### config.mk
export PLATFORM = sky130hd
export DESIGN_NAME = fetch_stage
export DESIGN_NICKNAME = d
export VERILOG_FILES = /design/src/rtl/fetch_stage.sv
export SDC_FILE = /design/constraint.sdc
export NUM_CORES = 1
export LEC_CHECK = 0
export ABC_AREA = 1
export CAP_MARGIN = 5
export CORE_MARGIN = 2
export CORE_UTILIZATION = 49
export CTS_BUF_LIST = sky130_fd_sc_hd__clkbuf_4
export DETAILED_ROUTE_END_ITERATION = 8
export PLACE_DENSITY = 0.8
export REMOVE_ABC_BUFFERS = 1
export SLEW_MARGIN = 20
export SYNTH_ARGS = -nofsm -noshare
export SYNTH_HDL_FRONTEND = slang
export SYNTH_SLANG_ARGS = --single-unit
### constraint.sdc
create_clock -name clk -period 3.65 [get_ports clk]
set_input_delay 0.5475 -clock clk [delete_from_list [all_inputs] [get_ports clk]]
set_output_delay 0.5475 -clock clk [all_outputs]
set_load 0.03 [all_outputs]
### src/rtl/fetch_stage.sv
// Instruction fetch stage: PC sequencing, boot hold, halt on BREAK/error,
// and the IF/ID pipeline register feeding decode.
module fetch_stage #(
  parameter int                   WORD_SIZE     = 32,
  parameter int                   INST_MEM_SIZE = 256,
  parameter logic [WORD_SIZE-1:0] RESET_PC      = '0,
  parameter int                   BOOT_CYCLES   = 2
) (
  input  logic                 clk,
  input  logic                 rst,
  input  logic                 stall,
  input  logic                 flush,
  input  logic                 redirect,
  input  logic [WORD_SIZE-1:0] redirect_target,
  output logic [WORD_SIZE-1:0] imem_addr,
  input  logic [WORD_SIZE-1:0] imem_data,
  output logic [WORD_SIZE-1:0] ifid_instr,
  output logic [WORD_SIZE-1:0] ifid_pc4,
  output logic                 ifid_valid,
  output logic                 halted,
  output logic                 addr_err
);

  localparam int CW = (BOOT_CYCLES > 1) ? $clog2(BOOT_CYCLES) : 1;
  localparam logic [CW-1:0] CNT_LAST = CW'(BOOT_CYCLES - 1);
  localparam logic [WORD_SIZE-1:0] MEM_WORDS = WORD_SIZE'(INST_MEM_SIZE);
  localparam logic [WORD_SIZE-1:0] LAST_IDX = WORD_SIZE'(INST_MEM_SIZE - 1);
  localparam logic [WORD_SIZE-1:0] BREAK_W = WORD_SIZE'(32'h0000_000D);

  typedef enum logic [1:0] {
    S_BOOT,
    S_RUN,
    S_HALT
  } state_e;

  state_e                 state_q, state_d;
  logic [CW-1:0]          cnt_q, cnt_d;
  logic [WORD_SIZE-1:0]   pc_q, pc_d;
  logic [WORD_SIZE-1:0]   instr_q, instr_d;
  logic [WORD_SIZE-1:0]   pc4_q, pc4_d;
  logic                   valid_q, valid_d;
  logic                   err_q, err_d;

  logic [WORD_SIZE-1:0]   pc_plus4;
  logic [WORD_SIZE-1:0]   pc_idx;
  logic [WORD_SIZE-1:0]   tgt_idx;
  logic                   tgt_bad;
  logic                   last_word;
  logic                   is_break;

  assign pc_plus4  = pc_q + WORD_SIZE'(4);
  assign pc_idx    = {2'b00, pc_q[WORD_SIZE-1:2]};
  assign tgt_idx   = {2'b00, redirect_target[WORD_SIZE-1:2]};
  assign tgt_bad   = (redirect_target[1:0] != 2'b00) || (tgt_idx >= MEM_WORDS);
  assign last_word = (pc_idx == LAST_IDX);
  assign is_break  = (imem_data == BREAK_W);

  always_ff @(posedge clk or posedge rst) begin
    if (rst) begin
      state_q <= S_BOOT;
      cnt_q   <= '0;
      pc_q    <= RESET_PC;
      instr_q <= '0;
      pc4_q   <= '0;
      valid_q <= 1'b0;
      err_q   <= 1'b0;
    end else begin
      state_q <= state_d;
      cnt_q   <= cnt_d;
      pc_q    <= pc_d;
      instr_q <= instr_d;
      pc4_q   <= pc4_d;
      valid_q <= valid_d;
      err_q   <= err_d;
    end
  end

  always_comb begin
    state_d = state_q;
    cnt_d   = cnt_q;
    pc_d    = pc_q;
    instr_d = instr_q;
    pc4_d   = pc4_q;
    valid_d = valid_q;
    err_d   = err_q;
    unique case (state_q)
      S_BOOT: begin
        pc_d    = RESET_PC;
        instr_d = '0;
        pc4_d   = '0;
        valid_d = 1'b0;
        if (cnt_q == CNT_LAST) begin
          state_d = S_RUN;
        end else begin
          cnt_d = cnt_q + CW'(1);
        end
      end
      S_RUN: begin
        if (redirect) begin
          instr_d = '0;
          pc4_d   = '0;
          valid_d = 1'b0;
          if (tgt_bad) begin
            err_d   = 1'b1;
            state_d = S_HALT;
          end else begin
            pc_d = redirect_target;
          end
        end else if (flush) begin
          instr_d = '0;
          pc4_d   = '0;
          valid_d = 1'b0;
          if (!stall) pc_d = pc_plus4;
        end else if (!stall) begin
          instr_d = imem_data;
          pc4_d   = pc_plus4;
          valid_d = 1'b1;
          // BREAK or end of memory: keep the word, freeze pc here
          if (is_break || last_word) begin
            state_d = S_HALT;
            err_d   = err_q | last_word;
          end else begin
            pc_d = pc_plus4;
          end
        end
      end
      S_HALT: begin
        instr_d = '0;
        pc4_d   = '0;
        valid_d = 1'b0;
      end
      default: begin
        state_d = S_BOOT;
        cnt_d   = '0;
        pc_d    = RESET_PC;
        instr_d = '0;
        pc4_d   = '0;
        valid_d = 1'b0;
      end
    endcase
  end

  always_comb begin
    imem_addr  = pc_idx;
    ifid_instr = instr_q;
    ifid_pc4   = pc4_q;
    ifid_valid = valid_q;
    halted     = (state_q == S_HALT);
    addr_err   = err_q;
  end

endmodule

Word level (Yosys, flattened, before mapping)
Cells that the tools add are included.
- multipliers: 0
- $add $sub $neg: 2
- divide/modulo/power cells: 0
- multiplexer cells: 32
- bitwise logic cells: 2
- reductions and logical operators: 9
- shift operators: 0
- order comparisons: 1
- equality and inequality tests: 15
- operator list (cell ; count):
    2-to-1 mux 32 bit ; 13
    one-hot mux 32 bit (2 select lines) ; 1
    adder 32 x 3 -> 32 bit (second input constant) ; 1
    equality test 32 x 4 -> 1 bit (second input constant) ; 1
    equality test 30 x 8 -> 1 bit (second input constant) ; 1
    >= comparator 30 x 9 -> 1 bit (second input constant) ; 1
    != test 3 bit (second input constant) ; 5
    2-to-1 mux 2 bit ; 6
    2-to-1 mux 1 bit ; 10
    != test 4 bit (second input constant) ; 2
    != test 2 x 1 -> 1 bit (second input constant) ; 3
    one-hot mux 2 bit (3 select lines) ; 1
    AND reduction 6 bit ; 1
    AND reduction 5 bit ; 1
    AND reduction 4 bit ; 1
    nonzero test 2 bit ; 2
    equality test 2 x 1 -> 1 bit (second input constant) ; 1
    equality test 2 bit (second input constant) ; 1
    logical NOT 2 bit ; 1
    logical OR 1 bit ; 2
    != test 2 bit (second input constant) ; 1
    one-hot mux 1 bit (2 select lines) ; 1
    OR reduction 2 bit ; 1
    adder 1 bit (second input constant) ; 1
    2 further kinds ; 2
- output and inout port bits: 99
- word-level logic and storage cells: 68
- latch bits: 0
- ROM bits: 0
- memory bits (writable): 0
- memories: 0
- register bits: 101

Logic depth before layout (Yosys ltp)
Gate-level depths: netlist of run 1.
- depth after elaboration: 7
- gate-level depth with buffers: 13

Worst setup path after synthesis of run 1
OpenSTA, ideal clock, no wires.
- path type: register -> register
- start: register pc_q[2]
- end: register pc_q[4]
- cell stages (with the launch flop): 14
- path buffers: 1
- path slack: 1.709 ns
- data arrival time: 1.824 ns
- required time: 3.533 ns
- clock period less this slack: 1.941 ns
- cells stage by stage: dfrtp_1 -> ha_1 -> inv_1 -> nor2_4 -> nand2_4 -> nor2_2 -> nand3_1 -> nand2_1 -> nand2_2 -> nand3_4 -> inv_2 -> buf_6 -> nand2_1 -> nand2_1
- word-level cells in the longest chain between the ends: 6
- RTL lines (element ; line ; text):
    from (decl) ; 38 ; logic [WORD_SIZE-1:0] pc_q, pc_d;
    from (signal assigned) ; 70 ; pc_q <= pc_d;
    adder 32 x 3 -> 32 bit ; 51 ; assign pc_plus4 = pc_q + WORD_SIZE'(4);
    2-to-1 mux 32 bit ; 119 ; if (is_break || last_word) begin
    2-to-1 mux 32 bit ; 114 ; end else if (!stall) begin
    2-to-1 mux 32 bit ; 109 ; end else if (flush) begin
    2-to-1 mux 32 bit ; 99 ; if (redirect) begin
    one-hot mux 32 bit (2 select lines) ; 86 ; unique case (state_q)
Parallel ways exist; a longest one is shown, timed or not. The select of a mux whose other input is x is not followed.
A chain may end at the register's enable or synchronous reset.

Worst setup path after layout of run 1
- start: register state_q[1]
- end: register pc_q[28]
- word-level cells in the longest chain between the ends: 3
- RTL lines (element ; line ; text):
    from (decl) ; 36 ; state_e state_q, state_d;
    from (signal assigned) ; 68 ; state_q <= state_d;
    equality test 2 x 1 -> 1 bit or equality test 2 bit (tied branches) ; 86 ;
    != test 4 bit (no line), or another cell as far along ; n/a ;
    AND reduction 4 bit (no line) ; n/a ;
Parallel ways exist; a longest one is shown, timed or not.

==> tab_implementation.tex, run 1 <==
\begin{tabular}{lr}
\hline
Metric & Value \\
\hline
\multicolumn{2}{l}{\textbf{Pwr}} \\
\quad Post-route total power & 3840 uW \\
\quad Part of the total power dissipated in sequential elements & 0.409 \\
\quad Switching power of the nets & 1710 uW \\
\quad Largest voltage drop on the vdd net & 0.303 mV \\
\quad Pwr/cell area & 526 mW/mm\^{}2 \\
\quad Clock network fraction of design power & 0.154 \\
\quad Leak Pwr & 0.00334 uW \\
\quad Switching fraction of total power & 0.446 \\
\quad Internal portion of total power & 2130 uW \\
\quad Logic pwr share & 0.437 \\
\multicolumn{2}{l}{\textbf{Yosys}} \\
\quad Flops \& latches, synth & 101 \\
\quad Biggest area consumer among synthesized cells & dfrtp\_1 \\
\quad Fraction of synthesized cell area taken by the top area cell type & 0.467 \\
\quad Post-Syn Area & 0.00542 sq mm \\
\quad Dominant combinational cell family by area after synthesis & simple AND/OR/NAND/NOR gates \\
\quad Compound-gate portion of the synthesized area & 0.103 \\
\quad Netlist cell types & 34 \\
\quad Multiplexer share of the synthesized area & 0 \\
\quad Number of cells produced by synthesis & 745 \\
\quad Post-Syn Area per Cell & 7.27 sq um \\
\quad Share of synthesized cell area in and, or, nand and nor gates & 0.311 \\
\quad Synthesis Warnings & 0 \\
\quad Share of synthesized area occupied by flip-flops and latches & 0.467 \\
\quad Arithmetic-cell share of the synthesized area counting full adders, half adders and majority gates & 0.00924 \\
\quad XOR/XNOR Fraction of Synth Area & 0.0226 \\
\quad Cell types with the largest area share after synthesis & dfrtp\_1 47\%, nand2\_1 19\%, o21ai\_0 6.2\% \\
\multicolumn{2}{l}{\textbf{STA}} \\
\quad Least-Margin Pin Slew & 0.922 ns \\
\quad Post-route worst setup slack & 1.02 ns \\
\quad Final critical path time including I/O delays and setup & 2.64 ns \\
\quad Total of endpoints with negative setup slack in the final report & 0 \\
\quad Final Hold Vio Count & 0 \\
\quad Final clock skew & 0.0151 ns \\
\quad Setup TNS after final layout & 0 ns \\
\quad Max Transition Viols Final & 0 \\
\quad F\_max & 380 MHz \\
\quad Period Utilization, post-route & 0.722 \\
\quad Headroom to the max-slew limit & 0.385 \\
\quad Unrepaired setup endpoints after global routing & no \\
\multicolumn{2}{l}{\textbf{Detailed routing}} \\
\quad DRC errors left & 0 \\
\quad DRC violation total after the first TritonRoute iteration & 474 \\
\quad Vias after detailed routing & 5452 \\
\quad Antenna-violating nets left & 0 \\
\quad Detailed-route wire length & 16.4 mm \\
\quad Count of TritonRoute iterations in the first routing pass & 5 \\
\quad Post-detailed-route via-to-cell ratio & 5.20 \\
\quad Wire per inst & 15.6 microns \\
\multicolumn{2}{l}{\textbf{Final layout}} \\
\quad Most frequent cells in the layout & 278 x nand2\_1, 165 x clkdlybuf4s50\_1, 101 x dfrtp\_1 \\
\quad Commonest non-fill, non-tap cell in the layout & nand2\_1 \\
\quad Ant. Diodes & 0 \\
\quad Layout overhead on the synthesized area & 34.7\% \\
\quad Total Nets Final & 977 \\
\quad Layout cell share with drive strength beyond 1 & 0.0407 \\
\multicolumn{2}{l}{\textbf{Critical path}} \\
\quad Cell with the largest stage delay on the worst path & dfrtp\_1 \\
\quad Most frequent cell on the critical path & inv\_1 \\
\quad Setup crit end kind & flip-flop \\
\quad Cell family contributing the most delay on the critical path & buffers and inverters \\
\quad Critical Path Max Stage Delay & 0.44 ns \\
\quad Buf/Inv on CP & 6 \\
\quad Largest fanout of any net on the critical path & 24 \\
\quad Ordered cell list for the critical path & inv\_1 -> ha\_1 -> buf\_4 -> inv\_1 -> nor2\_2 -> inv\_1 -> o21ai\_0 -> inv\_1 -> nand3\_4 -> buf\_4 -> o21ai\_0 \\
\quad Worst EP required & 4.00 ns \\
\quad Type of origin of the critical path & flip-flop \\
\quad WP data arrival & 2.99 ns \\
\quad Crit Path Class & reg -> reg \\
\multicolumn{2}{l}{\textbf{CTS}} \\
\quad Clock slew at reported path FFs & 0.16 ns \\
\quad Maximum clock path buffer count & 2 \\
\quad Clock root buffer & clkbuf\_4 \\
\quad TritonCTS clock tree & yes \\
\quad Clock tree sinks & 101 \\
\quad Post-CTS Setup Inserts & 0 \\
\quad Number of gates resized after cts & 0 \\
\quad Later-pin clock latency in the skew report & 0.46 ns \\
\quad Number of buffers created by CTS & 9 \\
\quad Hold-fix buffers, CTS & 0 \\
\quad H-tree depth & 3 \\
\multicolumn{2}{l}{\textbf{Placed design}} \\
\quad DP Worst Slack & 0.867 ns \\
\quad Placer congestion estimate & 0.914 \\
\quad Placed wire-length estimate & 12.4 mm \\
\quad Number of I/O port buffers & 165 \\
\multicolumn{2}{l}{\textbf{Global routing}} \\
\quad Met1 Use GR & 0.367 \\
\quad Met2 track demand over resource in global routing & 0.474 \\
\quad Pin count of the biggest net entering global routing & 76 \\
\quad Met3 Use GR & 0.0538 \\
\quad Global route total overflow & 0 \\
\quad Via count of the first global-routing pass & 5287 \\
\quad Most congested layer reported by global routing & met2 \\
\quad Number of antenna violations at the first check in global routing & 0 \\
\quad Global-route wire length before repair & 25.9 mm \\
\quad Total routing usage reported by global routing & 0.284 \\
\multicolumn{2}{l}{\textbf{Run}} \\
\quad Max-cap check violation count & 0 \\
\multicolumn{2}{l}{\textbf{Floorplanning}} \\
\quad Die outline height & 109 microns \\
\quad Initial core utilization & 0.502 \\
\quad Core outline area & 0.0108 sq mm \\
\quad I/O Pins & 168 \\
\quad Die X & 109 microns \\
\quad Number of cell rows & 38 \\
\quad Overall die area & 0.0119 sq mm \\
\multicolumn{2}{l}{\textbf{Worst hold path}} \\
\quad Hold Path Class & reg -> reg \\
\multicolumn{2}{l}{\textbf{Status}} \\
\quad Status & complete, no violations \\
\hline
\end{tabular}
-- Yosys cell counts, drive strengths merged --
cell type and number:
nor2 81, buf 18, xor2 9, inv 85
a21o 2, a22oi 2, or2 2, a21oi 4
and2 1, ha 4, nand2 281, o21ai 79
dfrtp 101, conb 1, xnor2 5, nand4 1
a32o 2, clkinv 1, nand3 42, o21bai 1
clkbuf 8, nor3 1, nand3b 4, a22o 10
-- state kept, by name, indices dropped and copies added, names as in the netlist --
| name | flops |
|---|---|
| ifid_valid | 1 |
| cnt_q | 1 |
| addr_err | 1 |
| ifid_instr | 32 |
| pc_q | 32 |
| ifid_pc4 | 32 |
| state_q | 2 |
-- cells by family after synthesis --
| logic type | after synthesis |
|---|---|
| AO/OA/AOI/OAI | 100 |
| XOR/XNOR | 14 |
| adder cells (fa/ha/maj) | 4 |
| buffers and inverters | 112 |
| flip-flops | 101 |
| other | 1 |
| AND/OR/NAND/NOR | 413 |
-- metal layers --
layer  up-vias  wire (microns)
met2       264            7630
li1       2638               -
met1      2521            6970
met5         -               0
met4         0             393
met3        29            1390
-- power groups by stage --
stage | Clock (uW) | Sequential (uW) | Combinational, uW
2_1_floorplan | 0 | 1830 | 694
3_3_place_gp | 0 | 1580 | 1630
3_5_place_dp | 0 | 1580 | 1680
4_1_cts | 599 | 1560 | 1680
5_1_grt | 649 | 1600 | 1840
6_report | 591 | 1570 | 1680
-- stage by stage --
stage | utilization | cell area, sq um | instances | hold WS, ns
finish | 0.676 | 7300 | 1048 | 0.486
detailed placement | 0.664 | 7170 | 1033 | 0.453
floorplan | - | 5280 | 720 | 0.437
global route | 0.676 | 7300 | 1048 | 0.520
global placement | 0.664 | 7170 | 1033 | 0.449
CTS | 0.676 | 7300 | 1048 | 0.487
-- final timing paths --
path                                        start                        end  slack [ns]  cells past startpoint
max                        state_q[1]$_DFFE_PP0P_       pc_q[28]$_DFFE_PP0P_        1.02                     11
min                           pc_q[1]$_DFFE_PP0P_        pc_q[1]$_DFFE_PP0P_        0.49                      2
max reg2reg                state_q[1]$_DFFE_PP0P_       pc_q[28]$_DFFE_PP0P_        1.02                     11
min reg2reg                   pc_q[1]$_DFFE_PP0P_        pc_q[1]$_DFFE_PP0P_        0.49                      2
max in group asynchronous                     rst       pc_q[22]$_DFFE_PP0P_        2.23                      3
min in group asynchronous                     rst  ifid_instr[9]$_DFFE_PP0P_        0.64                      2
-- worst register-to-register path, cell delays in order (launching register included) --
cell and delay [ns]:
dfrtp_1 0.44, inv_1 0.10, ha_1 0.15, buf_4 0.22, inv_1 0.11, nor2_2 0.21
inv_1 0.28, o21ai_0 0.24, inv_1 0.09, nand3_4 0.26, buf_4 0.30, o21ai_0 0.13
-- area by class of cell --
cell class / instances / area (sq um)
Clock buffer: 9 / 67.6
Inverter: 86 / 325
Clock inverter: 6 / 62.6
Fill cell: 954 / 3500
Tap cell: 140 / 175
Multi-Input combinational cell: 533 / 2430
Sequential cell: 101 / 2530
Timing Repair Buffer: 173 / 1710
Note: power is estimated with default switching activity, not from simulation.
==> run 2: changes to the inputs <==
==> constraint.sdc (replaced) <==
create_clock -name clk -period 2.5 [get_ports clk]
set_input_delay 0.375 -clock clk [delete_from_list [all_inputs] [get_ports clk]]
set_output_delay 0.375 -clock clk [all_outputs]
set_load 0.03 [all_outputs]
==> run 2 against run 1 <==
  * Count of clock-buffer cells in the layout is 1 higher
  * Non-clock buffer count up 5
  * Sequential power is 46% higher
==> tab_implementation.tex, run 2 (synthesis gave the netlist of run 1 again) <==
\begin{tabular}{lr}
\hline
Metric & Value \\
\hline
\multicolumn{2}{l}{\textbf{Global routing}} \\
\quad Number of antenna violations at the first check in global routing & 0 \\
\quad Global route total overflow & 0 \\
\quad Met1 Use GR & 0.370 \\
\quad Global-route wire length before repair & 26.0 mm \\
\quad Most congested layer reported by global routing & met2 \\
\quad Via count of the first global-routing pass & 5292 \\
\quad Total routing usage reported by global routing & 0.283 \\
\quad Met3 Use GR & 0.0383 \\
\quad Met2 track demand over resource in global routing & 0.479 \\
\quad Pin count of the biggest net entering global routing & 53 \\
\multicolumn{2}{l}{\textbf{CTS}} \\
\quad Number of gates resized after cts & 0 \\
\quad Number of buffers created by CTS & 9 \\
\quad Maximum clock path buffer count & 2 \\
\quad Post-CTS Setup Inserts & 0 \\
\quad Clock slew at reported path FFs & 0.16 ns \\
\quad Later-pin clock latency in the skew report & 0.46 ns \\
\quad Hold-fix buffers, CTS & 0 \\
\quad Clock root buffer & clkbuf\_4 \\
\quad TritonCTS clock tree & yes \\
\quad H-tree depth & 3 \\
\quad Clock tree sinks & 101 \\
\multicolumn{2}{l}{\textbf{Detailed routing}} \\
\quad DRC violation total after the first TritonRoute iteration & 436 \\
\quad Count of TritonRoute iterations in the first routing pass & 7 \\
\quad DRC errors left & 0 \\
\quad Post-detailed-route via-to-cell ratio & 5.22 \\
\quad Wire per inst & 15.6 microns \\
\quad Antenna-violating nets left & 0 \\
\quad Detailed-route wire length & 16.4 mm \\
\quad Vias after detailed routing & 5500 \\
\multicolumn{2}{l}{\textbf{Pwr}} \\
\quad Post-route total power & 5720 uW \\
\quad Pwr/cell area & 774 mW/mm\^{}2 \\
\quad Leak Pwr & 0.00339 uW \\
\quad Largest voltage drop on the vdd net & 0.460 mV \\
\multicolumn{2}{l}{\textbf{Placed design}} \\
\quad Placer congestion estimate & 0.923 \\
\quad Placed wire-length estimate & 12.5 mm \\
\quad Number of I/O port buffers & 165 \\
\multicolumn{2}{l}{\textbf{STA}} \\
\quad Period Utilization, post-route & 0.915 \\
\quad Final critical path time including I/O delays and setup & 2.29 ns \\
\quad Max Transition Viols Final & 0 \\
\quad Final Hold Vio Count & 0 \\
\quad Total of endpoints with negative setup slack in the final report & 0 \\
\quad Final clock skew & 0.0245 ns \\
\quad Setup TNS after final layout & 0 ns \\
\quad Headroom to the max-slew limit & 0.434 \\
\quad Unrepaired setup endpoints after global routing & no \\
\quad Least-Margin Pin Slew & 0.848 ns \\
\quad F\_max & 437 MHz \\
\multicolumn{2}{l}{\textbf{Final layout}} \\
\quad Total Nets Final & 982 \\
\quad Most frequent cells in the layout & 278 x nand2\_1, 165 x clkdlybuf4s50\_1, 101 x dfrtp\_1 \\
\quad Layout overhead on the synthesized area & 36.3\% \\
\quad Commonest non-fill, non-tap cell in the layout & nand2\_1 \\
\quad Layout cell share with drive strength beyond 1 & 0.0492 \\
\quad Ant. Diodes & 0 \\
\multicolumn{2}{l}{\textbf{Critical path}} \\
\quad WP data arrival & 1.91 ns \\
\quad Largest fanout of any net on the critical path & 3 \\
\quad Critical Path Max Stage Delay & 0.70 ns \\
\quad Worst EP required & 2.12 ns \\
\quad Setup crit end kind & primary output \\
\quad Crit Path Class & reg -> out \\
\quad Ordered cell list for the critical path & inv\_1 -> ha\_1 -> clkdlybuf4s50\_1 \\
\quad Count of cells along the worst register-to-register path & 12 \\
\quad Cell with the largest stage delay on the worst path & clkdlybuf4s50\_1 \\
\quad Worst reg-to-reg setup slack & 0.37 ns \\
\quad Type of origin of the critical path & flip-flop \\
\multicolumn{2}{l}{\textbf{Floorplanning}} \\
\quad Initial core utilization & 0.502 \\
\quad Die outline height & 109 microns \\
\quad Number of cell rows & 38 \\
\quad Core outline area & 0.0108 sq mm \\
\quad Die X & 109 microns \\
\quad I/O Pins & 168 \\
\quad Overall die area & 0.0119 sq mm \\
\multicolumn{2}{l}{\textbf{Status}} \\
\quad Status & complete, no violations \\
\multicolumn{2}{l}{\textbf{Worst hold path}} \\
\quad Hold Path Class & in -> async \\
\multicolumn{2}{l}{\textbf{Run}} \\
\quad Max-cap check violation count & 0 \\
\hline
\end{tabular}
-- run 2: cell types whose count changed in the layout (fill, tap and decap cells not counted) --
| cell | delta |
|---|---|
| buf_12 | +3 |
| buf_4 | +2 |
| clkinv_1 | -2 |
| clkbuf_4 | +1 |
| clkinv_2 | +1 |
| inv_6 | +1 |
-- run 2: power by group --
group | internal [uW] | switching [uW] | leakage [uW]
Sequential | 1890 | 407 | 0.00138
Combinational | 982 | 1550 | 0.00193
Clock | 324 | 569 | 0.0000774
-- run 2: worst paths after layout --
check | start | endpoint
max | state_q[0]$_DFFE_PP0P_ | halted
min | rst | ifid_instr[17]$_DFFE_PP0P_
max reg2reg | pc_q[2]$_DFFE_PP0P_ | pc_q[7]$_DFFE_PP0P_
min reg2reg | pc_q[0]$_DFFE_PP0P_ | pc_q[0]$_DFFE_PP0P_
max in group asynchronous | rst | ifid_pc4[15]$_DFFE_PP0P_
min in group clk | imem_data[13] | ifid_instr[13]$_DFFE_PP0P_
-- run 2: per-stage QoR --
| stage | instance area (sq um) | std cells | hold slack, ns | setup WS, ns | utilization |
|---|---|---|---|---|---|
| finish | 7390 | 1054 | 0.313 | 0.213 | 0.684 |
| global route | 7390 | 1054 | 0.329 | 0.159 | 0.684 |
| CTS | 7390 | 1054 | 0.312 | 0.204 | 0.684 |
| detailed placement | 7240 | 1038 | 0.457 | 0.168 | 0.671 |
| global placement | 7240 | 1038 | 0.450 | 0.250 | 0.671 |
| floorplan | 5280 | 720 | 0.437 | -0.522 | - |
-- run 2: final cells by class --
type	instances	area, sq um
fillers	918	3410
flip-flops and latches	101	2530
well taps	140	175
clock inverters	6	68.8
repair buffers	178	1790
clock buffers	10	75.1
multi-input cells	533	2430
inverters	86	325
-- run 2: routing by layer --
| metal | vias to the layer above | part of all wire |
|---|---|---|
| met1 | 2585 | 0.43 |
| met2 | 244 | 0.48 |
| met5 | - | 0 |
| li1 | 2644 | - |
| met4 | 0 | 0.021 |
| met3 | 27 | 0.071 |
-- run 2: critical path: cells and delay by family (launching register included) --
kind	cells	cell delay, ns
buf+inv	2	0.79
flops	1	0.44
fa+ha+maj	1	0.23
